--- config.mk ---
export PLATFORM = sky130hd
export DESIGN_NAME = pixel_plot_sink
export DESIGN_NICKNAME = d
export VERILOG_FILES = /design/src/rtl/pixel_plot_sink.sv
export SDC_FILE = /design/constraint.sdc
export NUM_CORES = 1
export LEC_CHECK = 0
export BUFFER_PORTS_ARGS = -buffer_cell sky130_fd_sc_hd__buf_4
export CORE_ASPECT_RATIO = 1.75
export CORE_MARGIN = 2
export CORE_UTILIZATION = 35
export CTS_CLUSTER_SIZE = 8
export DETAILED_ROUTE_END_ITERATION = 6
export MAX_ROUTING_LAYER = met4
export PLACE_DENSITY = 0.49
export REMOVE_ABC_BUFFERS = 1
export SLEW_MARGIN = 20
export SYNTH_ARGS = -nofsm -noshare
export SYNTH_HDL_FRONTEND = slang
export SYNTH_SLANG_ARGS = --single-unit
--- constraint.sdc ---
create_clock -name clock -period 10.2 [get_ports clock]
set_clock_uncertainty 0.1 [all_clocks]
set_input_delay 0.51 -clock clock [delete_from_list [all_inputs] [get_ports clock]]
set_output_delay 0.51 -clock clock [all_outputs]
set_load 0.01 [all_outputs]
--- src/rtl/pixel_plot_sink.sv ---
// -----------------------------------------------------------------------------
// pixel_plot_sink
//
// Consumer end of the plot interface used by the drawing datapaths. Plot
// requests (x, y, colour) are buffered in a small FIFO and each one becomes a
// single-cycle framebuffer write at linear address y*SCREEN_W + x. Pixels that
// fall outside the visible area are dropped and counted.
//
// Optional feature, enabled by defining FB_CLEAR_EN:
//   full-screen clear sweep requested through clear_req, writing CLEAR_COLOUR
//   to every visible address and pulsing clear_done afterwards. Without the
//   macro, clear_req is ignored and clear_done is held low.
//
// Ports
//   clock       system clock, all logic on the rising edge
//   reset       synchronous, active-high
//   plot        plot request strobe, accepted when plot && ready
//   x_in        pixel x (8 bits)
//   y_in        pixel y (7 bits)
//   colour_in   pixel colour (3 bits)
//   ready       FIFO can accept a request this cycle
//   fb_we       framebuffer write enable, one cycle per write
//   fb_addr     framebuffer write address (ADDR_W bits)
//   fb_data     framebuffer write data (3 bits)
//   drop_count  off-screen pixels dropped, saturates at 255
//   overflow    sticky: plot asserted while ready was low
//   clear_req   full-screen clear request (FB_CLEAR_EN only)
//   busy        FIFO non-empty, write in flight, or clear pending/active
//   clear_done  one-cycle pulse after the last clear write (FB_CLEAR_EN only)
// -----------------------------------------------------------------------------
module pixel_plot_sink #(
   parameter int unsigned FIFO_DEPTH   = 4,
   parameter int unsigned SCREEN_W     = 160,
   parameter int unsigned SCREEN_H     = 120,
   parameter int unsigned ADDR_W       = 15,
   parameter logic [2:0]  CLEAR_COLOUR = 3'b000
) (
   input  logic              clock,
   input  logic              reset,
   input  logic              plot,
   input  logic [7:0]        x_in,
   input  logic [6:0]        y_in,
   input  logic [2:0]        colour_in,
   output logic              ready,
   output logic              fb_we,
   output logic [ADDR_W-1:0] fb_addr,
   output logic [2:0]        fb_data,
   output logic [7:0]        drop_count,
   output logic              overflow,
   input  logic              clear_req,
   output logic              busy,
   output logic              clear_done
);

   localparam int unsigned PTR_W   = $clog2(FIFO_DEPTH);
   localparam int unsigned ENTRY_W = 18;

   // ---------------------------------------------------------------------------
   // Request FIFO
   // ---------------------------------------------------------------------------
   logic [ENTRY_W-1:0] mem [FIFO_DEPTH];
   logic [PTR_W-1:0]   wr_ptr;
   logic [PTR_W-1:0]   rd_ptr;
   logic [PTR_W:0]     count;
   logic               full;
   logic               empty;
   logic               push;
   logic               pop;

   logic [ENTRY_W-1:0] pop_entry;
   logic [7:0]         pop_x;
   logic [6:0]         pop_y;
   logic [2:0]         pop_colour;
   logic               onscreen;
   logic [ADDR_W-1:0]  pix_addr;

   assign full  = (count == (PTR_W+1)'(FIFO_DEPTH));
   assign empty = (count == '0);
   assign push  = plot && ready;

   always_ff @(posedge clock) begin
      if (push) begin
         mem[wr_ptr] <= {x_in, y_in, colour_in};
      end
   end

   always_ff @(posedge clock) begin
      if (reset) begin
         wr_ptr <= '0;
         rd_ptr <= '0;
         count  <= '0;
      end else begin
         if (push) begin
            wr_ptr <= wr_ptr + PTR_W'(1);
         end
         if (pop) begin
            rd_ptr <= rd_ptr + PTR_W'(1);
         end
         case ({push, pop})
            2'b10:   count <= count + (PTR_W+1)'(1);
            2'b01:   count <= count - (PTR_W+1)'(1);
            default: count <= count;
         endcase
      end
   end

   // ---------------------------------------------------------------------------
   // Head-of-FIFO decode: visibility test and linear address
   // ---------------------------------------------------------------------------
   assign pop_entry  = mem[rd_ptr];
   assign pop_x      = pop_entry[17:10];
   assign pop_y      = pop_entry[9:3];
   assign pop_colour = pop_entry[2:0];

   assign onscreen = (32'(pop_x) < SCREEN_W) && (32'(pop_y) < SCREEN_H);

   // For the 160-wide screen the multiply reduces to y*128 + y*32 + x.
   generate
      if (SCREEN_W == 160) begin : g_addr_shift
         assign pix_addr = (ADDR_W'(pop_y) << 7) + (ADDR_W'(pop_y) << 5) + ADDR_W'(pop_x);
      end else begin : g_addr_mul
         assign pix_addr = ADDR_W'(32'(pop_y) * SCREEN_W + 32'(pop_x));
      end
   endgenerate

   // ---------------------------------------------------------------------------
   // Drop counter and sticky overflow
   // ---------------------------------------------------------------------------
   always_ff @(posedge clock) begin
      if (reset) begin
         drop_count <= '0;
         overflow   <= 1'b0;
      end else begin
         if (pop && !onscreen && (drop_count != '1)) begin
            drop_count <= drop_count + 8'd1;
         end
         if (plot && !ready) begin
            overflow <= 1'b1;
         end
      end
   end

`ifdef FB_CLEAR_EN
   // ---------------------------------------------------------------------------
   // Write FSM with clear sweep
   // ---------------------------------------------------------------------------
   typedef enum logic {
      S_IDLE,
      S_CLEAR
   } state_t;

   localparam logic [ADDR_W-1:0] CLEAR_LAST = ADDR_W'(SCREEN_W * SCREEN_H - 1);

   state_t            state;
   logic              clear_pending;
   logic              clear_last;
   logic [ADDR_W-1:0] clear_cnt;

   assign pop   = !empty && (state == S_IDLE);
   assign ready = !full && (state != S_CLEAR) && !clear_pending;
   assign busy  = !empty || fb_we || clear_pending || (state == S_CLEAR);

   always_ff @(posedge clock) begin
      if (reset) begin
         state         <= S_IDLE;
         clear_pending <= 1'b0;
         clear_last    <= 1'b0;
         clear_cnt     <= '0;
         clear_done    <= 1'b0;
         fb_we         <= 1'b0;
         fb_addr       <= '0;
         fb_data       <= '0;
      end else begin
         fb_we      <= 1'b0;
         clear_last <= 1'b0;
         clear_done <= clear_last;

         // Requests during an active sweep merge into it.
         if (clear_req && (state != S_CLEAR)) begin
            clear_pending <= 1'b1;
         end

         case (state)
            S_IDLE: begin
               if (pop) begin
                  if (onscreen) begin
                     fb_we   <= 1'b1;
                     fb_addr <= pix_addr;
                     fb_data <= pop_colour;
                  end
               end else if (clear_pending && !fb_we) begin
                  // FIFO drained and last pixel write retired: start sweep.
                  // Overrides a same-cycle clear_req so it merges.
                  state         <= S_CLEAR;
                  clear_pending <= 1'b0;
                  clear_cnt     <= '0;
               end
            end
            S_CLEAR: begin
               fb_we     <= 1'b1;
               fb_addr   <= clear_cnt;
               fb_data   <= CLEAR_COLOUR;
               clear_cnt <= clear_cnt + ADDR_W'(1);
               if (clear_cnt == CLEAR_LAST) begin
                  // clear_last delays clear_done by one cycle so it follows
                  // the cycle in which the final write is presented.
                  state      <= S_IDLE;
                  clear_last <= 1'b1;
               end
            end
         endcase
      end
   end
`else
   // ---------------------------------------------------------------------------
   // Write path without clear support
   // ---------------------------------------------------------------------------
   logic unused_clear_req;
   assign unused_clear_req = clear_req;

   assign pop        = !empty;
   assign ready      = !full;
   assign busy       = !empty || fb_we;
   assign clear_done = 1'b0;

   always_ff @(posedge clock) begin
      if (reset) begin
         fb_we   <= 1'b0;
         fb_addr <= '0;
         fb_data <= '0;
      end else begin
         fb_we <= 1'b0;
         if (pop && onscreen) begin
            fb_we   <= 1'b1;
            fb_addr <= pix_addr;
            fb_data <= pop_colour;
         end
      end
   end
`endif

endmodule
==> results of run 1 <==
==> worst max-delay path, cell delays in order (launching register included) <==
cell,delay [ns]
dfxtp_1,0.62
buf_4,0.36
mux4_2,0.58
inv_1,0.10
fa_1,0.47
inv_1,0.09
ha_1,0.22
a21oi_1,0.21
o211ai_1,0.18
o41ai_1,0.39
xnor2_1,0.12
a21o_1,0.16
==> stage by stage <==
step	total power, mW	setup slack [ns]	hold slack, ns
4_1_cts	1.59	6.36	0.243
6_report	1.56	6.48	0.253
3_5_place_dp	1.22	6.38	0.349
3_3_place_gp	1.21	6.40	0.341
2_1_floorplan	1.04	6.73	0.370
5_1_grt	1.68	6.19	0.245
==> cell usage after synthesis, types with 3 or more instances <==
library cell | number | area, sq um
mux2i_1 | 15 | 150
dfxtp_1 | 37 | 741
fa_1 | 3 | 60.1
nand3_1 | 6 | 30.0
clkbuf_1 | 5 | 18.8
edfxtp_1 | 72 | 2160
ha_1 | 19 | 238
and3_1 | 5 | 31.3
mux4_2 | 18 | 405
xnor2_1 | 9 | 78.8
a21oi_1 | 7 | 35.0
xor2_1 | 4 | 35.0
o21ai_0 | 6 | 30.0
a211oi_1 | 3 | 22.5
inv_1 | 15 | 56.3
nand2_1 | 6 | 22.5
buf_2 | 3 | 15.0
nor2_1 | 36 | 135
nor2b_1 | 3 | 18.8
==> power breakdown <==
part	switching [mW]	leakage [nW]	internal (mW)
logic	0.328	0.934	0.288
clock network	0.168	0.153	0.196
registers	0.0342	0.963	0.546
total	0.530	2.05	1.03
==> area by class of cell <==
cell class	instances	area, sq um
clock inverter	7	85.1
timing repair buffer	52	390
tap	171	214
multi-input combinational	170	1550
inverter	15	56.3
fill	1221	7450
clock buffer	9	225
sequential	109	2900
==> cell families after synthesis <==
logic type                 Yosys count  synth area share (%)
buffers and inverters               27                  2.65
muxes                               35                  12.6
other                                1                0.0820
and+or+nand+nor                     68                  7.31
adders and majority gates           22                  6.51
AOI/OAI and AO/OA                   31                  4.84
DFF                                109                  63.5
xor gates and xnor gates            13                  2.49
==> layout by cell type, fill, tap and decap left out, drive strengths merged, types with 2 or more instances in the layout <==
cell type	count
o21a	2
nor2b	3
xor2	4
a211oi	3
buf	52
ha	19
xnor2	9
o31ai	2
nand4	3
nand2	6
or3	2
clkbuf	9
a21oi	7
nor3	2
mux4	18
o21ai	7
inv	20
nand3b	2
mux2i	15
dfxtp	37
edfxtp	72
mux2	2
nand3	7
o31a	2
and3	5
nor2	36
fa	3
==> sequential cells by signal (all words and copies together), names as in the netlist, named ones only <==
name and count:
mem 72, drop_count 8, rd_ptr 2, overflow 1, fb_we 1, fb_addr 15
fb_data 3, wr_ptr 2, count 3
==> metal layers <==
layer	vias to the layer above	global-route usage [%]	routed length [um]
li1	1234	-	-
met1	1262	13.8	3470
met2	46	23.9	4630
met3	12	2.76	224
met4	0	5.49	187
met5	-	-	0
==> worst max-delay path by stage <==
| stage | to | start | cells after the start | slack, ns |
|---|---|---|---|---|
| floorplan | fb_addr[12]$_SDFFE_PP0P_ | flop | 9 | 6.73 |
| global placement | fb_addr[13]$_SDFFE_PP0P_ | flop | 11 | 6.40 |
| global route | fb_addr[11]$_SDFFE_PP0P_ | flop | 11 | 6.19 |
| CTS | fb_addr[13]$_SDFFE_PP0P_ | flop | 11 | 6.36 |
| detailed placement | fb_addr[13]$_SDFFE_PP0P_ | flop | 11 | 6.38 |
| finish | fb_addr[13]$_SDFFE_PP0P_ | flop | 11 | 6.48 |
==> flow_metrics.tcl, run 1 <==
set metrics [dict create \
    cts_tree "yes" \
    dp_hpwl_mm 5.56 \
    gp_congestion 0.763 \
    setup-tns-final_ns 0 \
    drive_gt1_share_pct 25.7 \
    critPathMaxFanout 12 \
    diodes 0 \
    maxCapViolCount 0 \
    setup_violations 0 \
    p_leak_nw 2.05 \
    cts_buffers 9 \
    power_density_nw_per_um2 288 \
    die_y_um 155 \
    die_x_um 90.4 \
    slew_headroom_pct 27.9 \
    portBuffers 50 \
    h-tree-depth 3 \
    cts_hold_buffers 0 \
    io_pins 53 \
    synth_cell_types 44 \
    rsz0062_at_grt "no" \
    yosysWarnings 0 \
    clock_latency_ns 0.35 \
    min_from "y_in[0]" \
    clock.fmax_ghz 0.269 \
    finalWorstPathRequiredPeriod_ns 3.72 \
    die_area_sq_um 14000 \
    post-route-period-util_pct 36.5 \
    antenna_found_initial 0 \
    syn-mean-instance-area_sq_um 14.9 \
    syn_inst 306 \
    vdd_drop_max_mv 0.105 \
    routed_via_density 4.79 \
    remaining_drc_errors 0 \
    utilization_pct 42.1 \
    vias 2554 \
    cts.clk_slew.worst_paths_ns 0.08 \
    synthArstFlopShare_pct 0 \
    synth_seq_cells 109 \
    hold_viol 0 \
    slew_viol_final 0 \
    grt_pass1_wl_mm 13.5 \
    tightestPinTransition_ns 1.08 \
    crit_arrival_ns 3.86 \
    wl_mm 8.52 \
    grt_pass1_vias 2666 \
    synth_edf_count 72 \
    critPathKind "flop to flop" \
    clockBufferDepth 2 \
    reg2reg_slack_ns 6.48 \
    dp.cells 517 \
    design_area_sq_um 5420 \
    cts_resized 0 \
    hp-class "primary input to flop" \
    ys_seq_area_share_pct 63.5 \
    status "completed" \
    nets 401 \
    synth_ff_type "edfxtp_1" \
    drtPass1Iterations 4 \
    required_ns 10.34 \
    syn_to_final_growth_pct 18.6 \
    grt_start_max_net_pins 41 \
    core.rowCount 55 \
    cp-end-kind "flop" \
    fin_cells 533 \
    clock_sinks 109 \
    timing.rr.end "fb_addr[13]$_SDFFE_PP0P_" \
    initial_core_util_pct 35.5 \
    drt_iter0_drc 81 \
    wl_per_cell_um 16.0 \
    grt.overflow.total 0 \
    min_path_cells 1 \
    cts_setup_buffers 0 \
    root_buffer "clkbuf_16" \
    hold_end "mem[0][3]$_DFFE_PP_" \
    grt.total_usage_pct 13.2 \
    ff2ff_path_depth 11 \
    antenna_left 0 \
    postPlaceCellArea_sq_um 5110 \
    cp-start-kind "flop" \
    coreArea_sq_um 12900 \
    syn-cell-area_sq_um 4570 \
]
No activity file was read; power rests on OpenSTA's default activity.
==> run 2: changes to the inputs <==
clock period = 3.8 ns   (was 10.2 ns; I/O delays follow)
==> flow_metrics.tcl, run 2 (synthesis gave the netlist of run 1 again) <==
set metrics [dict create \
    min_path_cells 3 \
    io_pins 53 \
    status "completed" \
    antenna_found_initial 0 \
    switching_share_pct 33.0 \
    drt_iter0_drc 99 \
    grt.overflow.total 0 \
    postPlaceCellArea_sq_um 5140 \
    clock_latency_ns 0.34 \
    setup_violations 0 \
    largest_register_ffs 72 \
    wl_mm 8.44 \
    p_int_mw 2.85 \
    syn_to_final_growth_pct 23.4 \
    regMostFlops "mem" \
    grt_pass1_wl_mm 13.7 \
    drive_gt1_share_pct 25.1 \
    drtPass1Iterations 4 \
    power_density_nw_per_um2 754 \
    root_buffer "clkbuf_16" \
    final_common_cell "edfxtp_1" \
    gp_congestion 0.762 \
    final_cell_mix "72 x edfxtp_1, 53 x buf_4, 37 x dfxtp_1" \
    finalWorstPathRequiredPeriod_ns 3.24 \
    grt_start_max_net_pins 41 \
    die_x_um 90.4 \
    power.switching_mw 1.40 \
    design_area_sq_um 5650 \
    slew_headroom_pct 29.5 \
    dp_hpwl_mm 5.57 \
    comb_power_share_pct 39.6 \
    grt.total_usage_pct 13.1 \
    largest_registers "mem (72), fb_addr (15), drop_count (8)" \
    wl_per_cell_um 15.3 \
    antenna_left 0 \
    crit_path_top_delay_cell "mux4_2" \
    cp-end-kind "flop" \
    initial_core_util_pct 35.5 \
    nFillCells 1211 \
    vdd_drop_max_mv 0.287 \
    hold_end "overflow$_SDFFE_PP0P_" \
    cts.clk_slew.worst_paths_ns 0.07 \
    clockBufferDepth 2 \
    slowest_delay_ns 0.56 \
    die_area_sq_um 14000 \
    crit_top_cell "fa_1" \
    tightestPinTransition_ns 1.06 \
    seqPwrFrac_pct 36.7 \
    crit_arrival_ns 3.40 \
    coreArea_sq_um 12900 \
    cts_tree "yes" \
    cts_buffers 9 \
    cp-start-kind "flop" \
    min_from "plot" \
    clkPwrFrac_pct 23.7 \
    h-tree-depth 3 \
    required_ns 3.97 \
    hold_viol 0 \
    grt_pass1_vias 2740 \
    setup-tns-final_ns 0 \
    die_y_um 155 \
    ff2ff_path_depth 10 \
    post-route-period-util_pct 85.2 \
    crit_chain "buf_12 > mux4_2 > inv_1 > fa_1 > fa_1 > nor2b_1 > o31a_1 > o21ai_0 > a211o_1 > a21oi_1" \
    rsz0062_at_grt "no" \
    cts_resized 0 \
    vias 2609 \
    slew_viol_final 0 \
    hp-class "primary input to flop" \
    routed_via_density 4.72 \
    portBuffers 50 \
    critPathKind "flop to flop" \
    remaining_drc_errors 0 \
    clock.fmax_ghz 0.309 \
    nets 421 \
    p_leak_nw 2.15 \
    critPathMaxFanout 18 \
    core.rowCount 55 \
    maxCapViolCount 0 \
    reg2reg_slack_ns 0.56 \
    timing.rr.end "fb_addr[12]$_SDFFE_PP0P_" \
    diodes 0 \
    clock_sinks 109 \
]
[run 2: metal layers]
layer	global-route usage, %	share of wire [%]	vias to the layer above
met5	-	0	-
met4	6.08	2.3	0
met3	2.32	2.5	13
met2	24.3	54	43
met1	13.3	41	1277
li1	-	-	1276
[run 2: stage by stage]
step / setup WS, ns / util (%) / instances / hold WS, ns / total power, mW
after global placement: 0.530 / 39.9 / 519 / 0.291 / 3.27
after floorplan: 0.326 / - / 294 / 0.159 / 2.79
after global routing: 0.305 / 43.9 / 553 / 0.0655 / 4.58
after CTS: 0.513 / 43.9 / 553 / 0.0241 / 4.33
after detailed placement: 0.523 / 39.9 / 519 / 0.298 / 3.29
final: 0.564 / 43.9 / 553 / 0.0337 / 4.25
[run 2: final cells by class]
cell class | count | area, sq um | area share, %
Sequential cell | 109 | 2900 | 51.4
Tap cell | 171 | 214 | 3.79
Clock buffer | 9 | 225 | 3.99
Multi-Input combinational cell | 170 | 1550 | 27.5
Timing Repair Buffer | 72 | 598 | 10.6
Inverter | 15 | 56.3 | 0.997
Clock inverter | 7 | 98.8 | 1.75
[run 2: worst max path at each step]
stage | start | end | slack (ns) | cells past startpoint
floorplan | flop | fb_addr[12]$_SDFFE_PP0P_ | 0.33 | 9
global placement | flop | fb_addr[13]$_SDFFE_PP0P_ | 0.53 | 11
detailed placement | flop | fb_addr[13]$_SDFFE_PP0P_ | 0.52 | 11
CTS | flop | fb_addr[13]$_SDFFE_PP0P_ | 0.51 | 11
global route | flop | fb_addr[11]$_SDFFE_PP0P_ | 0.30 | 11
finish | flop | fb_addr[12]$_SDFFE_PP0P_ | 0.56 | 10
[run 2: timing repair]
action	CTS	global route
hold endpoints to repair	72	0
buffers inserted	0	0
hold buffers	18	0
[run 2: power groups by stage]
stage	logic (mW)	registers [mW]	clock network, mW
floorplan	1.15	1.64	0
global placement	1.69	1.59	0
detailed placement	1.70	1.59	0
CTS	1.72	1.56	1.04
global route	1.91	1.58	1.08
finish	1.69	1.56	1.01
[run 2: worst max-delay path: cells and delay by family, from the launching register on]
family          cells  cell delay (ns)
fa+ha+maj           2             0.93
simple gates        1             0.20
mux                 1             0.56
flops               1             0.36
buf+inv             2             0.30
compound gates      4             0.71
